<file path="config.mk">
export PLATFORM = sky130hd
export DESIGN_NAME = ndma_write_arb
export DESIGN_NICKNAME = d
export VERILOG_FILES = /design/src/rtl/ndma_write_arb.sv
export SDC_FILE = /design/constraint.sdc
export NUM_CORES = 1
export LEC_CHECK = 0
export CAP_MARGIN = 5
export CORE_AREA = 2 2 132 134
export DETAILED_ROUTE_END_ITERATION = 16
export DIE_AREA = 0 0 134 136
export DONT_BUFFER_PORTS = 1
export GPL_ROUTABILITY_DRIVEN = 0
export GPL_TIMING_DRIVEN = 0
export SYNTH_ARGS = -nofsm -noshare
export SYNTH_HDL_FRONTEND = slang
export SYNTH_SLANG_ARGS = --single-unit
</file>
<file path="constraint.sdc">
create_clock -name clk_i -period 2.75 [get_ports clk_i]
set_clock_uncertainty 0.15 [all_clocks]
set_input_delay 0.275 -clock clk_i [delete_from_list [all_inputs] [get_ports clk_i]]
set_output_delay 0.275 -clock clk_i [all_outputs]
set_load 0.03 [all_outputs]
</file>
<file path="src/rtl/ndma_write_arb.sv">
// Round-robin arbiter sharing one NanoDMA write manager among NUM_CH channels.
// Optional watchdog: define NDMA_WARB_TIMEOUT_EN to enable timeout + sticky err_o.
module ndma_write_arb #(
  parameter int NUM_CH         = 4,
  parameter int TIMEOUT_CYCLES = 1024
) (
  input  logic                 clk_i,
  input  logic                 rst_i,
  input  logic [NUM_CH-1:0]    ch_req_i,
  input  logic [NUM_CH*32-1:0] ch_addr_i,
  input  logic [NUM_CH*32-1:0] ch_wdata_i,
  output logic [NUM_CH-1:0]    ch_gnt_o,
  output logic [NUM_CH-1:0]    ch_done_o,
  output logic                 wr_req_o,
  output logic [31:0]          wr_addr_o,
  output logic [31:0]          wr_wdata_o,
  input  logic                 wr_busy_i,
  output logic                 busy_o,
  output logic                 err_o
);

  localparam int PW = (NUM_CH > 1) ? $clog2(NUM_CH) : 1;

  typedef enum logic [1:0] {IDLE, ISSUE, WAIT_BUSY, WAIT_DONE} state_t;

  state_t          r_state;
  logic [PW-1:0]   r_ptr;
  logic [PW-1:0]   r_owner;
  logic            r_wr_req;
  logic [31:0]     r_addr;
  logic [31:0]     r_wdata;

  logic            w_any;
  logic [PW-1:0]   w_win;
  logic [PW-1:0]   w_j;
  logic [PW-1:0]   w_next_ptr;
  logic            w_tmo_hit;

  // First requester at or after the pointer, scanning upward with wrap.
  always_comb begin
    w_any = 1'b0;
    w_win = '0;
    w_j   = '0;
    for (int i = 0; i < NUM_CH; i++) begin
      w_j = PW'((int'(r_ptr) + i) % NUM_CH);
      if (!w_any && ch_req_i[w_j]) begin
        w_any = 1'b1;
        w_win = w_j;
      end
    end
  end

  assign w_next_ptr = (w_win == PW'(NUM_CH - 1)) ? '0 : w_win + 1'b1;

  // Grant and done are same-cycle strobes; masked so reset forces them low.
  assign ch_gnt_o   = (r_state == IDLE && w_any && !rst_i) ? (NUM_CH'(1) << w_win) : '0;
  assign ch_done_o  = (r_state == WAIT_DONE && !wr_busy_i && !rst_i) ? (NUM_CH'(1) << r_owner) : '0;
  assign wr_req_o   = r_wr_req;
  assign wr_addr_o  = r_addr;
  assign wr_wdata_o = r_wdata;
  assign busy_o     = (r_state != IDLE);

`ifdef NDMA_WARB_TIMEOUT_EN
  logic [31:0] r_cnt;
  logic        r_err;

  assign w_tmo_hit = (r_cnt == 32'(TIMEOUT_CYCLES - 1)) &&
                     (r_state == WAIT_BUSY || (r_state == WAIT_DONE && wr_busy_i));
  assign err_o     = r_err;

  always_ff @(posedge clk_i or posedge rst_i) begin
    if (rst_i) begin
      r_cnt <= '0;
      r_err <= 1'b0;
    end else begin
      if (r_state == ISSUE)
        r_cnt <= '0;
      else if (r_state == WAIT_BUSY || r_state == WAIT_DONE)
        r_cnt <= r_cnt + 32'd1;
      if (w_tmo_hit)
        r_err <= 1'b1;
    end
  end
`else
  logic w_unused_tmo;
  assign w_unused_tmo = ^TIMEOUT_CYCLES;
  assign w_tmo_hit    = 1'b0;
  assign err_o        = 1'b0;
`endif

  always_ff @(posedge clk_i or posedge rst_i) begin
    if (rst_i) begin
      r_state  <= IDLE;
      r_ptr    <= '0;
      r_owner  <= '0;
      r_wr_req <= 1'b0;
      r_addr   <= '0;
      r_wdata  <= '0;
    end else begin
      r_wr_req <= 1'b0;
      case (r_state)
        IDLE: if (w_any) begin
          r_addr   <= ch_addr_i[{w_win, 5'b0} +: 32];
          r_wdata  <= ch_wdata_i[{w_win, 5'b0} +: 32];
          r_owner  <= w_win;
          r_ptr    <= w_next_ptr;
          r_wr_req <= 1'b1;
          r_state  <= ISSUE;
        end
        ISSUE: r_state <= WAIT_BUSY;
        WAIT_BUSY: begin
          if (w_tmo_hit)      r_state <= IDLE;
          else if (wr_busy_i) r_state <= WAIT_DONE;
        end
        WAIT_DONE: begin
          // Completion outranks the watchdog when both land together.
          if (!wr_busy_i || w_tmo_hit) r_state <= IDLE;
        end
        default: r_state <= IDLE;
      endcase
    end
  end

endmodule
</file>
# Word level (Yosys, flattened, before mapping)

Cells that the tools add are included.

$add $sub $neg: 4
Magnitude comparators: 4
Equality and inequality tests: 7
Shift-type cells: 4
Muxes and demuxes: 25
Reductions and logical operators: 16

Operator list:

| operator                                                               | count |
|---|---|
| 128-bit by 8-bit variable part select with 32-bit output               | 2 |
| 2-bit 2-to-1 mux                                                       | 8 |
| 2-bit by 3-bit < comparator with 1-bit output (second input constant)  | 4 |
| 1-bit 2-to-1 mux                                                       | 10 |
| 1-bit binary-select mux with 2-bit select                              | 4 |
| 4-bit 2-to-1 mux                                                       | 2 |
| 2-bit one-hot mux with 4 select lines                                  | 1 |
| 1-bit by 2-bit << shifter with 4-bit output (first input constant)     | 2 |
| 1-bit logical AND                                                      | 7 |
| 2-bit equality test (second input constant)                            | 3 |
| 2-bit != test (second input constant)                                  | 3 |
| 1-bit logical NOT                                                      | 5 |
| 2-bit by 1-bit adder with 2-bit output (second input constant)         | 2 |
| 2-bit adder (second input constant)                                    | 2 |
| 3-bit AND reduction                                                    | 1 |
| 2-bit by 1-bit equality test with 1-bit output (second input constant) | 1 |
| 2-bit logical NOT                                                      | 1 |
| 2-bit AND reduction                                                    | 1 |
| 2-bit nonzero test                                                     | 1 |

Register bits after elaboration: 71
Input bits: 263
Output and inout port bits: 75

# Longest topological paths before layout

Gate-level depths: netlist (run 1).

Depth after elaboration: 15
Mapped depth: 9
Gate-level depth less buffers: 7

# Worst setup path after synthesis (run 1)

Ideal clock, no wire load.

Kind: input to output
Start: in rst_i
End: out ch_gnt_o[0]
Data arrival time: 2.321 ns
Data required time: 2.325 ns
Slack: 0.004 ns
Stages on the path: 2
Cell sequence: inv_1 -> and3_1

Cells in the longest elaborated chain, start to end: 3

Ends and longest elaborated chain:

| element                     | line | RTL |
|---|---|---|
| start, declared             | 8    | `input logic rst_i,` |
| 1-bit logical NOT (no line) | n/a  |  |
| 1-bit logical AND           | 56   | `assign ch_gnt_o = (r_state == IDLE && w_any && !rst_i) ? (NUM_CH'(1) << w_win) : '0;` |
| 4-bit 2-to-1 mux            | 56   |  |
| end, declared               | 12   | `output logic [NUM_CH-1:0] ch_gnt_o,` |

No other way between the ends.

# Final worst setup path (run 1)

Start: reg r_ptr[0]
End: out ch_gnt_o[3]

Cells in the longest elaborated chain, start to end: 15

Ends and longest elaborated chain:

| element                                                                                         | line | RTL |
|---|---|---|
| start, declared                                                                                 | 27   | `logic [PW-1:0] r_ptr;` |
| start signal, assigned                                                                          | 106  | `r_ptr <= w_next_ptr;` |
| parallel branches: the longest is 14 deep, another holds 2-bit by 1-bit adder with 2-bit output | n/a  |  |
| 4-bit 2-to-1 mux (*)                                                                            | 56   |  |

Mark *: on every way between the ends. The select of a mux whose other input is x is not followed.

==> impl_metrics.ini, run 1 <==
[setup_path]
required_ns = 2.33
endpoint_kind = primary output
worst-path-max-fanout = 10
crit_type = reg -> out
worst_setup_path_start_kind = flop
arrival_ns = 2.21

[power_and_ir_drop]
swShare_pct = 50.6
switching_power_w = 0.00386
peakVddDrop_uv = 542
internal_power_w = 0.00377
pwr-share-clk_pct = 15.0
combPwrFrac_pct = 45.1
p_seq_share_pct = 39.9
power_density_mw_per_mm2 = 1400
p_leak_nw = 2.39

[sta]
fin_crit_ns = 2.64
timing.setup.tns_ns = 0
slew_headroom_pct = 35.5
hold_viol = 0
grt_setup_unrepaired = false
worst_slack_ns = 0.111
max_slew.worst_pin.slew_ns = 0.966
max_freq_mhz = 379
post-route-period-util_pct = 96.0
finalMaxSlewViolations = 0
setup_viol = 0

[layout]
drive_gt1_share_pct = 12.8
nets = 764
area_delta_synth_final_pct = 26.5
final_area_mm2 = 0.00545

[synth]
synthCells = 430
ys_warn_count = 0
synth_fa_ha_area_share_pct = 1.45
avgSynthCellArea_um2 = 10.0
ys_async_sr_fraction_pct = 100
synth.area.mux_share_pct = 14.9
synthDistinctLibCells = 34
synth-edff-count = 0
synth_compound_area_share_pct = 26.1
yosys.area_share.simple_pct = 9.34
synth_top_family_by_area = compound AO/OA/AOI/OAI gates
synthTopCellsByArea = dfrtp_1, mux2i_1, a221oi_1
syn-cell-area_mm2 = 0.00431
synth-xor-area-share_pct = 0
yosysTopAreaCell = dfrtp_1
syn-num-nets = 698
yosys_register_bits = 71
synth_flop_cell = dfrtp_1
yosysSeqAreaShare_pct = 41.2
synth_top_area_share_pct = 41.2

[clocking]
htreeDepth = 3
numCtsBuffers = 9
clk_pin_slew_ns = 0.06
cts_tree = built
cts_buffer_depth = 2
cts.sinks = 71
clk-insertion-delay-late_ns = 0.33
root_buffer = clkbuf_16

[die]
dieArea_mm2 = 0.0182
die_height_um = 136
core_mm2 = 0.0169
fp-row-count = 48
io_pins = 338
die_x_um = 134
start_util_pct = 25.5

[routing]
ant_nets = 0
dr_total_vias = 4146
wl_per_cell_um = 23.6
route.detailed.drc = 0
drtPass1Iterations = 4
drt_iter0_drc = 245
viasPerCell = 5.71
drt_wl_total_um = 17200

[placement]
dpl_worst_slack_ns = -0.0590
placed_area_mm2 = 0.00460
portBuffers = 0
dpl.hpwl_um = 12700

[global_routing]
grt_max_degree = 75
grt_pass1_wl_um = 24200
grtUsageTotal_pct = 17.8
overflow = 0
grt_pass1_vias = 4249
antenna_found_initial = 1

[job]
drv_cap = 0

[hold_path]
min_path_type = in -> reg

[status]
outcome = finished, final reports clean
per-stage QoR:
| step | instances | hold slack (ns) | util (%) | total power [W] |
|---|---|---|---|---|
| after floorplan | 430 | 0.314 | - | 0.00526 |
| after global placement | 655 | 0.325 | 27.2 | 0.00604 |
| after detailed placement | 655 | 0.261 | 27.2 | 0.00620 |
| after CTS | 723 | 0.000460 | 32.1 | 0.00761 |
| after global routing | 726 | 0.00424 | 32.3 | 0.00811 |
| final | 726 | 0.0136 | 32.3 | 0.00763 |
cells in the mapped netlist, types with 2 or more instances:
| cell type | instances |
|---|---|
| and2b_1 | 2 |
| o22ai_1 | 64 |
| nor2b_1 | 3 |
| and3_1 | 4 |
| clkbuf_1 | 14 |
| o21ai_0 | 4 |
| a221oi_1 | 55 |
| inv_1 | 5 |
| buf_2 | 10 |
| nor2_1 | 66 |
| buf_4 | 13 |
| buf_6 | 6 |
| mux2i_1 | 64 |
| o21ai_1 | 3 |
| inv_2 | 2 |
| nor3_1 | 4 |
| dfrtp_1 | 71 |
| nand2_1 | 11 |
| ha_1 | 5 |
| a221oi_2 | 10 |
routing by layer:
layer / up-vias / share of wire, % / GRT usage, %
met5: - / 0 / 0
met4: 0 / 3.5 / 7.98
met3: 33 / 8.2 / 4.74
met2: 283 / 51 / 31.3
met1: 2027 / 37 / 20.3
li1: 1803 / - / -
flip-flops by register name (all words and copies together), names as in the netlist:
signal and count:
r_owner 2, r_state 2, wr_addr_o 32, r_ptr 2, wr_req_o 1, wr_wdata_o 32
critical path, cell delays in order, from the launching register on:
cell and delay (ns):
dfrtp_1 0.40, and2b_1 0.24, nor3_1 0.06, o22ai_2 0.24
buf_8 0.24, buf_6 0.19, inv_2 0.05, ha_1 0.19
and3_2 0.25
final timing paths:
path	startpoint	end	slack, ns	depth (start not counted)
setup / recovery	r_ptr[0]$_DFFE_PP0P_	ch_gnt_o[3]	0.11	8
hold / removal	ch_addr_i[48]	wr_addr_o[16]$_DFFE_PP0P_	0.01	2
hold reg to reg	r_ptr[0]$_DFFE_PP0P_	r_ptr[0]$_DFFE_PP0P_	0.39	2
min in group asynchronous	rst_i	wr_addr_o[31]$_DFFE_PP0P_	0.46	2
max in group asynchronous	rst_i	wr_wdata_o[11]$_DFFE_PP0P_	1.34	2
setup reg to reg	r_ptr[1]$_DFFE_PP0P_	wr_wdata_o[2]$_DFFE_PP0P_	0.13	7
cell type report:
type | instances | area [um2]
multi-input combinational | 308 | 2250
clock inverter | 4 | 47.5
buffer | 43 | 277
tap | 225 | 282
sequential | 71 | 1780
timing repair buffer | 56 | 558
antenna | 1 | 2.50
clock buffer | 11 | 233
fill | 1729 | 11400
inverter | 7 | 28.8
cell families after synthesis:
logic type | Yosys count
DFF | 71
adders and majority gates | 5
other | 1
and+or+nand+nor | 95
muxes | 64
AOI/OAI and AO/OA | 143
buffers and inverters | 51
layout by cell type, fill, tap and decap left out, drive strengths merged:
master and instances:
nor3b 1, o211a 1, clkinvlp 1, mux2i 64, o22ai 65, inv 7
nand2 11, clkbuf 25, o31ai 1, and2 1, o2bb2ai 1, nor2b 4
nor2 66, a221oi 65, dfrtp 71, and2b 2, clkinv 2, dlygate4sd3 55
ha 5, o21ai 7, nor3 4, a211oi 1, a21oi 1, buf 30
diode 1, conb 1, o22a 1, bufinv 1, nand2b 1, and3 4
nor4 1
power groups by stage:
stage          Combinational, W  Sequential, W  Clock (W)
3_3_place_gp            0.00300        0.00304          0
2_1_floorplan           0.00239        0.00286          0
5_1_grt                 0.00379        0.00310    0.00123
4_1_cts                 0.00339        0.00304    0.00118
3_5_place_dp            0.00314        0.00306          0
6_report                0.00344        0.00305    0.00114
what timing repair did:
action	CTS	global route
gates resized for setup	2	9
hold buffers	53	2
pin swaps	1	1
setup endpoints to repair	4	10
setup buffers	1	0
hold endpoints to repair	97	1
Note: power is estimated with default switching activity, not from simulation.
==> inputs of run 2 (changes only) <==
--- a/config.mk
+++ b/config.mk
@@ -6,9 +6,9 @@
 export NUM_CORES = 1
 export LEC_CHECK = 0
 export CAP_MARGIN = 5
-export CORE_AREA = 2 2 132 134
+export CORE_AREA = 2 2 131 133
 export DETAILED_ROUTE_END_ITERATION = 16
-export DIE_AREA = 0 0 134 136
+export DIE_AREA = 0 0 133 135
 export DONT_BUFFER_PORTS = 1
 export GPL_ROUTABILITY_DRIVEN = 0
 export GPL_TIMING_DRIVEN = 0
==> impl_metrics.ini, run 2 (synthesis gave the netlist of run 1 again) <==
[die]
fp-row-count = 47
start_util_pct = 26.3
die_x_um = 133
core_mm2 = 0.0164
dieArea_mm2 = 0.0180
die_height_um = 135
io_pins = 338

[sta]
timing.setup.tns_ns = 0
slew_headroom_pct = 37.3
setup_viol = 0
hold_viol = 0
max_freq_mhz = 371
worst_slack_ns = 0.0580
max_slew.worst_pin.slew_ns = 0.939
fin_crit_ns = 2.69
finalMaxSlewViolations = 0
post-route-period-util_pct = 97.9

[routing]
dr_total_vias = 4217
viasPerCell = 5.84
route.detailed.drc = 0
drtPass1Iterations = 4
drt_wl_total_um = 17400
wl_per_cell_um = 24.1
drt_iter0_drc = 224
ant_nets = 0

[power_and_ir_drop]
finalPower_w = 0.00756
power_density_mw_per_mm2 = 1380
peakVddDrop_uv = 480
p_leak_nw = 2.41

[setup_path]
crit_type = reg -> out
arrival_ns = 2.27
reg2reg_slack_ns = 0.20
cp_top_family = simple AND/OR/NAND/NOR gates
path_cells = and2b_1 > nor3_1 > o22ai_2 > buf_4 > buf_12 > buf_8 > inv_2 > ha_1 > and3_4
endpoint_kind = primary output
worst_setup_path_start_kind = flop
slowest_stage = dfrtp_1
cpPeakStageDelay_ns = 0.38
worst-path-max-fanout = 10
required_ns = 2.33
crit_buf_inv = 4

[global_routing]
grt_pass1_vias = 4570
grt_max_degree = 45
grtUsageTotal_pct = 18.8
grt_pass1_wl_um = 25400
antenna_found_initial = 0
overflow = 0

[layout]
nets = 768
area_delta_synth_final_pct = 27.2
final_area_mm2 = 0.00549
layout_commonest_cell = dfrtp_1
drive_gt1_share_pct = 12.9
final_cell_mix = dfrtp_1, nor2_1, mux2i_1, o22ai_1, dlygate4sd3_1
diodes = 0

[clocking]
clk_pin_slew_ns = 0.05
clk-insertion-delay-late_ns = 0.33
root_buffer = clkbuf_16
cts_buffer_depth = 2
cts.sinks = 71
numCtsBuffers = 9
cts_tree = built
htreeDepth = 3

[hold_path]
min_path_type = in -> reg

[job]
drv_cap = 0

[placement]
placed_area_mm2 = 0.00461
dpl.hpwl_um = 13300
dpl_worst_slack_ns = -0.0487
portBuffers = 0

[status]
outcome = finished, final reports clean
## run 2: worst paths after layout
kind / cells past startpoint / start / end
worst min-delay path: 2 / ch_wdata_i[18] / wr_wdata_o[18]$_DFFE_PP0P_
worst max-delay path: 9 / r_ptr[0]$_DFFE_PP0P_ / ch_gnt_o[3]
max in group asynchronous: 3 / rst_i / wr_addr_o[22]$_DFFE_PP0P_
worst min register to register: 2 / r_ptr[0]$_DFFE_PP0P_ / r_ptr[0]$_DFFE_PP0P_
worst max register to register: 7 / r_ptr[1]$_DFFE_PP0P_ / wr_wdata_o[7]$_DFFE_PP0P_
min in group asynchronous: 2 / rst_i / wr_wdata_o[17]$_DFFE_PP0P_
## run 2: timing repair
action	CTS	global route
resized for setup	7	8
pin swaps	1	1
hold buffers	58	0
endpoints found under the setup margin	4	8
setup buffers	0	1
hold endpoints to repair	55	0
## run 2: area by class of cell
| cell class | count | area (um2) |
|---|---|---|
| Tap cell | 220 | 275 |
| Multi-Input combinational cell | 308 | 2260 |
| Clock inverter | 2 | 10.0 |
| Sequential cell | 71 | 1780 |
| Buffer | 43 | 285 |
| Inverter | 7 | 28.8 |
| Clock buffer | 11 | 243 |
| Timing Repair Buffer | 60 | 608 |
| Fill cell | 1639 | 10900 |
## run 2: per-layer routing
layer  global-route usage [%]  up-vias  part of all wire, %
met3                     4.69       53                  7.4
met1                     20.3     2065                   37
met2                     32.8      285                   50
li1                         -     1814                    -
met4                     12.8        0                  5.3
met5                        0        -                    0
## run 2: power by group
part / switching, W / total (W) / internal, W
registers: 0.00144 / 0.00303 / 0.00160
clock network: 0.000423 / 0.00104 / 0.000616
logic: 0.00198 / 0.00349 / 0.00151
total: 0.00384 / 0.00756 / 0.00372
## run 2: through the flow
stage,hold WS [ns],util (%),std cells
final,0.0142,33.4,722
after global routing,0.00440,33.4,722
after CTS,0.000185,33.3,721
after detailed placement,0.0248,28.1,651
after global placement,0.323,28.0,650
after floorplan,0.314,-,430
## run 2: worst register-to-register path, stage by stage, from the launching register on
cell and delay (ns):
dfrtp_1 0.43, a21oi_1 0.16, o211a_1 0.17, buf_2 0.36
buf_2 0.38, a221oi_2 0.10, dlygate4sd3_1 0.59, o22ai_1 0.14
